## src/rtl/neuron_pkg.sv

```systemverilog
// Shared types and default widths for the synapse learning controller.
// Optional post-spike counter is enabled by SYN_CTRL_SPIKE_CNT_EN.
package neuron_pkg;

  localparam int SYN_EPOCH_W = 8;
  localparam int SYN_STEP_W  = 10;

  typedef enum logic [2:0] {
    IDLE,
    LOAD,
    TRAIN,
    EPOCH_END,
    STORE,
    DONE
  } syn_ctrl_state_t;

endpackage

```

## src/rtl/synapse_learning_ctrl_if.sv

```systemverilog
// Control, config and spike bundle for synapse_learning_ctrl.
// post_cnt exists only when SYN_CTRL_SPIKE_CNT_EN is defined.
interface synapse_learning_ctrl_if
  import neuron_pkg::*;
#(
  parameter int NUM_SYN = 8,
  parameter int EPOCH_W = SYN_EPOCH_W,
  parameter int STEP_W  = SYN_STEP_W
);

  logic               start;
  logic               abort;
  logic [EPOCH_W-1:0] cfg_epochs;
  logic [STEP_W-1:0]  cfg_steps;
  logic [NUM_SYN-1:0] pre_spike_in;
  logic               post_spike_in;
  logic [NUM_SYN-1:0] pre_spike_out;
  logic               post_spike_out;
  logic               learning_enable;
  logic               store_final;
  logic               epoch_done;
  logic [EPOCH_W-1:0] epoch_cnt;
  logic               busy;
  logic               done;
`ifdef SYN_CTRL_SPIKE_CNT_EN
  logic [STEP_W-1:0]  post_cnt;
`endif

  modport master (
    output start,
    output abort,
    output cfg_epochs,
    output cfg_steps,
    output pre_spike_in,
    output post_spike_in,
    input  pre_spike_out,
    input  post_spike_out,
    input  learning_enable,
    input  store_final,
    input  epoch_done,
    input  epoch_cnt,
    input  busy,
    input  done
`ifdef SYN_CTRL_SPIKE_CNT_EN
    ,
    input  post_cnt
`endif
  );

  modport slave (
    input  start,
    input  abort,
    input  cfg_epochs,
    input  cfg_steps,
    input  pre_spike_in,
    input  post_spike_in,
    output pre_spike_out,
    output post_spike_out,
    output learning_enable,
    output store_final,
    output epoch_done,
    output epoch_cnt,
    output busy,
    output done
`ifdef SYN_CTRL_SPIKE_CNT_EN
    ,
    output post_cnt
`endif
  );

endinterface

```

## src/rtl/synapse_learning_ctrl_epoch_counter.sv

```systemverilog
// Timestep and epoch counters with clear/enable and terminal flags.
// Epoch count saturates at all-ones.
module syn_epoch_counter #(
  parameter int EPOCH_W = 8,
  parameter int STEP_W  = 10
) (
  input  logic               clk,
  input  logic               rst_n,
  input  logic               step_clr,
  input  logic               step_en,
  input  logic [STEP_W-1:0]  steps,
  input  logic               epoch_clr,
  input  logic               epoch_en,
  input  logic [EPOCH_W-1:0] epochs,
  output logic               step_last,
  output logic [EPOCH_W-1:0] epoch_cnt,
  output logic               epoch_last
);

  localparam int EW1 = EPOCH_W + 1;

  logic [STEP_W-1:0] step_cnt;
  logic [EW1-1:0]    epoch_nxt;

  always_ff @(posedge clk or negedge rst_n) begin
    if (!rst_n) begin
      step_cnt <= '0;
    end else if (step_clr) begin
      step_cnt <= '0;
    end else if (step_en) begin
      step_cnt <= step_cnt + STEP_W'(1);
    end
  end

  always_ff @(posedge clk or negedge rst_n) begin
    if (!rst_n) begin
      epoch_cnt <= '0;
    end else if (epoch_clr) begin
      epoch_cnt <= '0;
    end else if (epoch_en && epoch_cnt != '1) begin
      epoch_cnt <= epoch_cnt + EPOCH_W'(1);
    end
  end

  // widened so the +1 never wraps onto a small cfg value
  assign epoch_nxt  = EW1'(epoch_cnt) + EW1'(1);
  assign epoch_last = epoch_nxt == EW1'(epochs);
  assign step_last  = step_cnt == steps - STEP_W'(1);

endmodule

```

## src/rtl/synapse_learning_ctrl.sv

```systemverilog
// Training sequencer for a synapse bank: FSM, spike gating, registered outputs.
// Define SYN_CTRL_SPIKE_CNT_EN to add the per-epoch post_cnt output.
module synapse_learning_ctrl
  import neuron_pkg::*;
#(
  parameter int NUM_SYN   = 8,
  parameter int EPOCH_W   = SYN_EPOCH_W,
  parameter int STEP_W    = SYN_STEP_W,
  parameter int STORE_CYC = 2
) (
  input  logic                    clk,
  input  logic                    rst_n,
  synapse_learning_ctrl_if.slave  bus
);

  localparam int SC_W = (STORE_CYC > 1) ? $clog2(STORE_CYC) : 1;

  syn_ctrl_state_t    state;
  syn_ctrl_state_t    nxt;
  logic [EPOCH_W-1:0] ep_q;
  logic [STEP_W-1:0]  st_q;
  logic [SC_W-1:0]    sc_cnt;
  logic               accept;
  logic               step_last;
  logic               epoch_last;
  logic               store_last;
  logic [EPOCH_W-1:0] epoch_cnt;
  logic [NUM_SYN-1:0] pre_q;
  logic               post_q;
  logic               le_q;
  logic               sf_q;
  logic               ed_q;
  logic               busy_q;
  logic               done_q;

  assign accept     = (state == IDLE) && bus.start && !bus.abort;
  assign store_last = sc_cnt == SC_W'(STORE_CYC - 1);

  always_comb begin
    nxt = state;
    if (bus.abort) begin
      nxt = IDLE;
    end else begin
      unique case (state)
        IDLE:      if (bus.start) nxt = LOAD;
        LOAD:      nxt = (ep_q == '0) ? STORE : TRAIN;
        TRAIN:     if (step_last) nxt = EPOCH_END;
        EPOCH_END: nxt = epoch_last ? STORE : TRAIN;
        STORE:     if (store_last) nxt = DONE;
        DONE:      nxt = IDLE;
        default:   nxt = IDLE;
      endcase
    end
  end

  always_ff @(posedge clk or negedge rst_n) begin
    if (!rst_n) begin
      state <= IDLE;
    end else begin
      state <= nxt;
    end
  end

  // zero steps would never terminate an epoch, so it runs as one
  always_ff @(posedge clk or negedge rst_n) begin
    if (!rst_n) begin
      ep_q <= '0;
      st_q <= '0;
    end else if (accept) begin
      ep_q <= bus.cfg_epochs;
      st_q <= (bus.cfg_steps == '0) ? STEP_W'(1) : bus.cfg_steps;
    end
  end

  always_ff @(posedge clk or negedge rst_n) begin
    if (!rst_n) begin
      sc_cnt <= '0;
    end else if (state != STORE) begin
      sc_cnt <= '0;
    end else begin
      sc_cnt <= sc_cnt + SC_W'(1);
    end
  end

  syn_epoch_counter #(
    .EPOCH_W (EPOCH_W),
    .STEP_W  (STEP_W)
  ) u_cnt (
    .clk        (clk),
    .rst_n      (rst_n),
    .step_clr   (state != TRAIN),
    .step_en    (state == TRAIN),
    .steps      (st_q),
    .epoch_clr  (accept),
    .epoch_en   ((state == EPOCH_END) && !bus.abort),
    .epochs     (ep_q),
    .step_last  (step_last),
    .epoch_cnt  (epoch_cnt),
    .epoch_last (epoch_last)
  );

  // decoded from nxt so each flag lines up with the state it names
  always_ff @(posedge clk or negedge rst_n) begin
    if (!rst_n) begin
      le_q   <= 1'b0;
      sf_q   <= 1'b0;
      ed_q   <= 1'b0;
      busy_q <= 1'b0;
      done_q <= 1'b0;
      pre_q  <= '0;
      post_q <= 1'b0;
    end else begin
      le_q   <= nxt == TRAIN;
      sf_q   <= nxt == STORE;
      ed_q   <= nxt == EPOCH_END;
      busy_q <= nxt != IDLE;
      done_q <= nxt == DONE;
      pre_q  <= (nxt == TRAIN) ? bus.pre_spike_in : '0;
      post_q <= (nxt == TRAIN) && bus.post_spike_in;
    end
  end

`ifdef SYN_CTRL_SPIKE_CNT_EN
  logic [STEP_W-1:0] pc_q;

  always_ff @(posedge clk or negedge rst_n) begin
    if (!rst_n) begin
      pc_q <= '0;
    end else if (nxt == TRAIN && state != TRAIN) begin
      pc_q <= '0;
    end else if (state == TRAIN && post_q && pc_q != '1) begin
      pc_q <= pc_q + STEP_W'(1);
    end
  end

  assign bus.post_cnt = pc_q;
`endif

  assign bus.pre_spike_out   = pre_q;
  assign bus.post_spike_out  = post_q;
  assign bus.learning_enable = le_q;
  assign bus.store_final     = sf_q;
  assign bus.epoch_done      = ed_q;
  assign bus.epoch_cnt       = epoch_cnt;
  assign bus.busy            = busy_q;
  assign bus.done            = done_q;

endmodule

```

## src/flat_wrapper.sv

```systemverilog
// flat-port wrapper written by rule: the top's interface ports become plain ports
module synapse_learning_ctrl_flat import neuron_pkg::*;
#(
  parameter int NUM_SYN   = 8,
  parameter int EPOCH_W   = SYN_EPOCH_W,
  parameter int STEP_W    = SYN_STEP_W,
  parameter int STORE_CYC = 2
)
  (clk, rst_n, bus_start, bus_abort, bus_cfg_epochs, bus_cfg_steps, bus_pre_spike_in, bus_post_spike_in, bus_pre_spike_out, bus_post_spike_out, bus_learning_enable, bus_store_final, bus_epoch_done, bus_epoch_cnt, bus_busy, bus_done);
  synapse_learning_ctrl_if #(.NUM_SYN(NUM_SYN), .EPOCH_W(EPOCH_W), .STEP_W(STEP_W)) bus_i ();
  input  logic clk;
  input  logic rst_n;
  input wire logic [$bits(bus_i.start)-1:0] bus_start;
  input wire logic [$bits(bus_i.abort)-1:0] bus_abort;
  input wire logic [$bits(bus_i.cfg_epochs)-1:0] bus_cfg_epochs;
  input wire logic [$bits(bus_i.cfg_steps)-1:0] bus_cfg_steps;
  input wire logic [$bits(bus_i.pre_spike_in)-1:0] bus_pre_spike_in;
  input wire logic [$bits(bus_i.post_spike_in)-1:0] bus_post_spike_in;
  output wire logic [$bits(bus_i.pre_spike_out)-1:0] bus_pre_spike_out;
  output wire logic [$bits(bus_i.post_spike_out)-1:0] bus_post_spike_out;
  output wire logic [$bits(bus_i.learning_enable)-1:0] bus_learning_enable;
  output wire logic [$bits(bus_i.store_final)-1:0] bus_store_final;
  output wire logic [$bits(bus_i.epoch_done)-1:0] bus_epoch_done;
  output wire logic [$bits(bus_i.epoch_cnt)-1:0] bus_epoch_cnt;
  output wire logic [$bits(bus_i.busy)-1:0] bus_busy;
  output wire logic [$bits(bus_i.done)-1:0] bus_done;
  assign bus_i.start = bus_start;
  assign bus_i.abort = bus_abort;
  assign bus_i.cfg_epochs = bus_cfg_epochs;
  assign bus_i.cfg_steps = bus_cfg_steps;
  assign bus_i.pre_spike_in = bus_pre_spike_in;
  assign bus_i.post_spike_in = bus_post_spike_in;
  assign bus_pre_spike_out = bus_i.pre_spike_out;
  assign bus_post_spike_out = bus_i.post_spike_out;
  assign bus_learning_enable = bus_i.learning_enable;
  assign bus_store_final = bus_i.store_final;
  assign bus_epoch_done = bus_i.epoch_done;
  assign bus_epoch_cnt = bus_i.epoch_cnt;
  assign bus_busy = bus_i.busy;
  assign bus_done = bus_i.done;
  synapse_learning_ctrl #(.NUM_SYN(NUM_SYN), .EPOCH_W(EPOCH_W), .STEP_W(STEP_W), .STORE_CYC(STORE_CYC)) u_core (.clk(clk), .rst_n(rst_n), .bus(bus_i));
endmodule
```

## config.mk

```make
export PLATFORM = sky130hd
export DESIGN_NAME = synapse_learning_ctrl_flat
export DESIGN_NICKNAME = d
export VERILOG_FILES = /design/src/rtl/neuron_pkg.sv /design/src/rtl/synapse_learning_ctrl_if.sv /design/src/rtl/synapse_learning_ctrl_epoch_counter.sv /design/src/rtl/synapse_learning_ctrl.sv /design/src/flat_wrapper.sv
export SDC_FILE = /design/constraint.sdc
export NUM_CORES = 1
export LEC_CHECK = 0
export ABC_AREA = 1
export CORE_MARGIN = 2
export CORE_UTILIZATION = 47
export CTS_CLUSTER_DIAMETER = 200
export DETAILED_ROUTE_END_ITERATION = 8
export PLACE_DENSITY = 0.84
export SKIP_LAST_GASP = 1
export SLEW_MARGIN = 20
export SYNTH_ARGS = -nofsm -noshare
export SYNTH_HDL_FRONTEND = slang
export SYNTH_HIERARCHICAL = 1
export SYNTH_SLANG_ARGS = --single-unit
```

## constraint.sdc

```tcl
create_clock -name clk -period 1.86 [get_ports clk]
set_input_delay 0.465 -clock clk [delete_from_list [all_inputs] [get_ports clk]]
set_output_delay 0.465 -clock clk [all_outputs]
set_load 0.005 [all_outputs]
```

# ---- Yosys cells after proc, flatten, opt, wreduce, memory -nomap -nowiden
# Index checks and enable logic that the tools add are counted.
dict set report classes {
  addsub 5
  n_eq_ne 13
  mux 14
  reduce_logical 12
}
# operator count
set op_table {}
lappend op_table {{$mux W10} 3}
lappend op_table {{$mux W8} 3}
lappend op_table {{$mux W3} 6}
lappend op_table {{$pmux W3 S5} 1}
lappend op_table {{$eq A3 B2 Y1 const B} 4}
lappend op_table {{$add A10 B1 Y10 const B} 1}
lappend op_table {{$eq A10 B10 Y1} 1}
lappend op_table {{$logic_not A10 Y1} 1}
lappend op_table {{$sub A10 B1 Y10 const B} 1}
lappend op_table {{$add A8 B1 Y9 const B} 1}
lappend op_table {{$eq A3 B3 Y1 const B} 3}
lappend op_table {{$eq A9 B8 Y1} 1}
lappend op_table {{$add A8 B1 Y8 const B} 1}
lappend op_table {{$logic_not A8 Y1} 1}
lappend op_table {{$ne A8 B8 Y1 const B} 1}
lappend op_table {{$logic_and A1 B1 Y1} 5}
lappend op_table {{$reduce_bool A2 Y1} 2}
lappend op_table {{$eq A3 B1 Y1 const B} 1}
lappend op_table {{$logic_not A3 Y1} 1}
lappend op_table {{$ne A3 B2 Y1 const B} 1}
lappend op_table {{$ne A3 B3 Y1 const B} 1}
lappend op_table {{$reduce_bool A3 Y1} 1}
lappend op_table {{$add A1 B1 Y1 const B} 1}
lappend op_table {{$logic_not A1 Y1} 1}
lappend op_table {{$mux W1} 1}
dict set report totals {
  ff_bits 54
  in_bits 31
  output_inout_bits 22
  wordCells 57
}

# ---- Logic depth before layout (Yosys ltp)
dict set report logic_depth {
  word_depth 7
  depth_mapped 17
  mapped_depth_nobuf 17
}

# ---- By module
# Netlist, hierarchy kept.
# mod n_inst cells_each area_each_um2 seq_area_each_um2
set by_module_without_submodules {}
lappend by_module_without_submodules {synapse_learning_ctrl 1 166 1491.4 900.9}
lappend by_module_without_submodules {syn_epoch_counter 1 216 1401.3 450.4}

# ---- Worst setup path before layout
# No wires, ideal clock.
dict set report synth_timing {
  kind {register to register}
  start {reg u_core.u_cnt.epoch_cnt[0]}
  end {reg u_core.sf_q (netlist: u_core/bus.store_final)}
  setup_time_ps 72
  arrival_ps 1820
  required_time_ps 1788
  path_slack_ps -32
  path_stages_with_launch 16
  n_path_buf 0
  period_less_slack_ps 1892
  cell_sequence {dfrtp_1 -> ha_1 -> inv_1 -> o21ai_1 -> nand2_1 -> nand2_1 -> nand3_1 -> nor2_1 -> nand2_1 -> nor2_2 -> inv_1 -> o21ai_0 -> inv_1 -> nand2_1 -> nand2_1 -> nor2_1}
}
dict set report synth_between {
  elab_chain_len 6
}
# item line_no
set synth_rtl {}
lappend synth_rtl {{from (decl)} synapse_learning_ctrl_epoch_counter.sv:16} ;# output logic [EPOCH_W-1:0] epoch_cnt,
lappend synth_rtl {{from (signal assigned)} synapse_learning_ctrl_epoch_counter.sv:41} ;# epoch_cnt <= epoch_cnt + EPOCH_W'(1);
lappend synth_rtl {{$add A8 B1 Y9} synapse_learning_ctrl_epoch_counter.sv:46} ;# assign epoch_nxt = EW1'(epoch_cnt) + EW1'(1);
lappend synth_rtl {{$eq A9 B8 Y1} synapse_learning_ctrl_epoch_counter.sv:47} ;# assign epoch_last = epoch_nxt == EW1'(epochs);
lappend synth_rtl {{via u_core.epoch_last} synapse_learning_ctrl.sv:25} ;# logic epoch_last;
lappend synth_rtl {{$mux W3} synapse_learning_ctrl.sv:48} ;# EPOCH_END: nxt = epoch_last ? STORE : TRAIN;
lappend synth_rtl {{$pmux W3 S5} synapse_learning_ctrl.sv:44} ;# unique case (state)
lappend synth_rtl {{$mux W3} synapse_learning_ctrl.sv:41} ;# if (bus.abort) begin
lappend synth_rtl {{$eq A3 B3 Y1} synapse_learning_ctrl.sv:114} ;# sf_q <= nxt == STORE;
lappend synth_rtl {{to (signal assigned)} synapse_learning_ctrl.sv:106} ;# sf_q <= 1'b0;
lappend synth_rtl {{to (signal assigned)} synapse_learning_ctrl.sv:114}
lappend synth_rtl {{to (decl)} synapse_learning_ctrl.sv:31} ;# logic sf_q;
# The timed path passes the listed nets, and every way through them passes these cells.
# A chain may end at the register's enable or synchronous reset.

# ---- Worst setup path after layout
dict set report layout_timing {
  start {reg u_core.u_cnt.epoch_cnt[1]}
  end {reg u_core.pre_q[0] (netlist: u_core/bus.pre_spike_out[0])}
}
dict set report layout_between {
  elab_chain_len 7
}
# item line_no
set layout_rtl {}
lappend layout_rtl {{$add A8 B1 Y9} synapse_learning_ctrl_epoch_counter.sv:46}
lappend layout_rtl {{$eq A9 B8 Y1} synapse_learning_ctrl_epoch_counter.sv:47}
lappend layout_rtl {{via u_core.epoch_last} synapse_learning_ctrl.sv:25}
lappend layout_rtl {{$mux W3} synapse_learning_ctrl.sv:48}
lappend layout_rtl {{$pmux W3 S5} synapse_learning_ctrl.sv:44}
lappend layout_rtl {{$mux W3} synapse_learning_ctrl.sv:41}
lappend layout_rtl {{$eq A3 B2 Y1} synapse_learning_ctrl.sv:118} ;# pre_q <= (nxt == TRAIN) ? bus.pre_spike_in : '0;
lappend layout_rtl {{$mux W8} synapse_learning_ctrl.sv:118}
lappend layout_rtl {{to (signal assigned)} synapse_learning_ctrl.sv:118}
lappend layout_rtl {{to (decl)} synapse_learning_ctrl.sv:28} ;# logic [NUM_SYN-1:0] pre_q;
# The timed path passes the listed nets, and every way through them passes these cells.

==> results.cfg <==
[worst_setup_path]
critPathArrivalTime_ns = 2.26
criticalPathCategory = reg2reg
r2r_start = u_core/u_cnt/epoch_cnt[1]
crit_fanout = 6
crit_required_ns = 2.08
end_kind = flip-flop
crit_path_start = u_core/u_cnt/epoch_cnt[1]
start_kind = flip-flop

[clocking]
clk_pin_slew_ns = 0.11
cts-root-buf = clkbuf_8
cts_tree = yes
cts_buffer_depth = 2
cts_sinks = 54
insertion_delay_ns = 0.32
numCtsBuffers = 5
htreeDepth = 2

[final_layout]
layoutNonFillerInstCount = 538
final_util = 0.660
syn_to_final_growth_pct = 35.2
diodes = 0
multiInputGateArea_um2 = 1420
regArea_um2 = 1360
nets = 496
fillers = 469
drive_above_1_share = 0.190

[routing]
vias = 2755
drtIter0Drc = 201
postRouteAntennaNets = 0
wl_per_cell_um = 13.4
first_pass_iters = 7
totalWireLength_um = 7190
route.detailed.drc = 0
vias_per_cell = 5.12

[min_path]
min_path_type = reg2reg
min-delay-start = u_core/sc_cnt

[synthesis]
syn_avg_cell_area_um2 = 7.57
ys_ff_latch = 54
syn-instance-count = 382
synth_edf_count = 0
yosysMostFrequentCell = nand2_1
ys_top_cells_by_area = dfrtp_1 (47%), nand2_1 (15%), inv_1 (7.4%)
synth_ff_type = dfrtp_1
ys_seq_area_frac = 0.467
synth_nets = 416
post-synth-top-area-fraction = 0.467
yosysWarnings = 6
synth_common_cells = nand2_1 (118), inv_1 (57), dfrtp_1 (54), nor2_1 (39), nand3_1 (27)
postSynth.asyncResetShare = 1.00
syn_area_um2 = 2890
yosys.area.top_type = dfrtp_1
ys_types = 26

[placed_design]
place_inst = 523
place_congestion = 0.909
port_buffers = 52
dp_hpwl_um = 5070

[pwr]
ir_drop_v = 0.000442
power_frac_comb = 0.329
p_int_mw = 2.07
leakage_nw = 1.96
pwr-share-seq = 0.454
switching_power_mw = 1.11
p_clk_frac = 0.217
power_density_nw_per_um2 = 812
power_mw = 3.17
swShare = 0.349

[timing]
final_hold_viol_count = 0
fin_crit_ns = 2.04
slew_headroom = 0.831
tightest_slew_ns = 0.252
fin_crit_sh = 1.10
grt_setup_unrepaired = yes
fmax_mhz = 491
finalSetupViolCount = 16
setup_ws_ns = -0.178
slew_viol_final = 0
fin_worst_skew_ns = 0.00867
fin_tns_setup_ns = -2.27
timing.hold.ws_ns = 0.474

[die]
fp.coreArea_um2 = 5920
boundaryPins = 53
die_w_um = 82.5
die_h_um = 82.5
dieArea_um2 = 6800
initial_core_util = 0.489
rows = 28

[status]
outcome = complete, but fails checks
violations = setup timing

[grt]
antenna_found_initial = 0
grt_max_degree = 31
grt_usage = 0.220
grt_pass1_vias = 2676
grt_pass1_wl_um = 11500
overflow = 0

[flow_run]
maxCapViolations = 0
## cells by family (layout without fill, tap and decap cells)
logic type | count (synthesis) | count (layout) | share of synthesized area
flops | 54 | 54 | 0.467
simple gates | 215 | 216 | 0.331
fa+ha+maj | 3 | 3 | 0.0130
buf+inv | 65 | 145 | 0.0900
xor+xnor | 14 | 14 | 0.0424
compound gates | 31 | 31 | 0.0567
## repair_timing
| action | 4_1_cts | 5_1_grt |
|---|---|---|
| hold buffers | 1 | 0 |
| hold endpoints to repair | 6 | 0 |
| gates resized for setup | 19 | 26 |
| cloned | 1 | 0 |
| buffers inserted | 2 | 3 |
| pin swaps | 7 | 10 |
| endpoints found under the setup margin | 17 | 20 |
## placed cells by master (no fill, tap or decap), drive strengths merged, types with 8 or more instances in the layout
cell / Yosys / final
o21ai: 17 / 17
inv: 62 / 64
nand2: 122 / 122
clkdlybuf4s50: 0 / 49
buf: 3 / 23
a21oi: 8 / 8
dfrtp: 54 / 54
nand3: 30 / 31
nor2: 49 / 49
## registers in the layout, summed over array words and instances (netlist names), 3 cells and up
name and flops:
u_core/u_cnt/step_cnt 10, u_core/u_cnt/epoch_cnt 8, u_core/state 3, u_core/bus.pre_spike_out 8
u_core/st_q 10, u_core/ep_q 8
## worst max-delay path, stage by stage, from the launching register on
cell	delay, ns
dfrtp_1	0.43
ha_4	0.20
inv_2	0.06
o21ai_2	0.18
nand2_1	0.11
nand2_1	0.08
nand3_1	0.08
nor2_1	0.11
nand2_1	0.10
nor2_4	0.11
nor2_2	0.05
nor2_2	0.10
nand2_2	0.14
nand3_4	0.15
nor2_1	0.05
## worst paths after layout
check / end / slack [ns] / depth (start not counted)
setup / recovery: u_core/bus.pre_spike_out[0] / -0.18 / 14
hold / removal: u_core/sc_cnt / 0.47 / 1
setup reg to reg: u_core/bus.pre_spike_out[0] / -0.18 / 14
hold reg to reg: u_core/sc_cnt / 0.47 / 1
max in group asynchronous: u_core/bus.pre_spike_out[7] / 0.85 / 3
min in group asynchronous: u_core/ep_q[3] / 0.53 / 2
## power groups by stage
stage	clock [mW]	sequential (mW)	combinational (mW)
finish	0.688	1.44	1.05
global route	0.750	1.46	1.17
detailed placement	0	1.45	0.909
CTS	0.705	1.44	0.978
global placement	0	1.44	0.873
floorplan	0	1.43	0.557
## per-layer routing
| layer | track usage | part of all wire | vias to the layer above |
|---|---|---|---|
| li1 | - | - | 1354 |
| met1 | 0.259 | 0.40 | 1272 |
| met2 | 0.383 | 0.52 | 107 |
| met3 | 0.0402 | 0.055 | 22 |
| met4 | 0.112 | 0.025 | 0 |
| met5 | 0 | 0 | - |
## per-stage QoR
step | instance area [um^2] | worst slack (ns)
after global routing | 3910 | -0.273
after detailed placement | 3620 | -0.0770
final | 3910 | -0.178
after CTS | 3810 | -0.0279
after floorplan | 2900 | 0.0229
after global placement | 3620 | 0.00380
## final cells by class
cell class / count / share of cell area
tap: 75 / 0.0240
clock buffer: 5 / 0.0176
inverter: 62 / 0.0595
timing repair buffer: 75 / 0.184
sequential: 54 / 0.347
clock inverter: 3 / 0.00576
multi-input combinational: 264 / 0.363
Note: power is estimated with default switching activity, not from simulation.
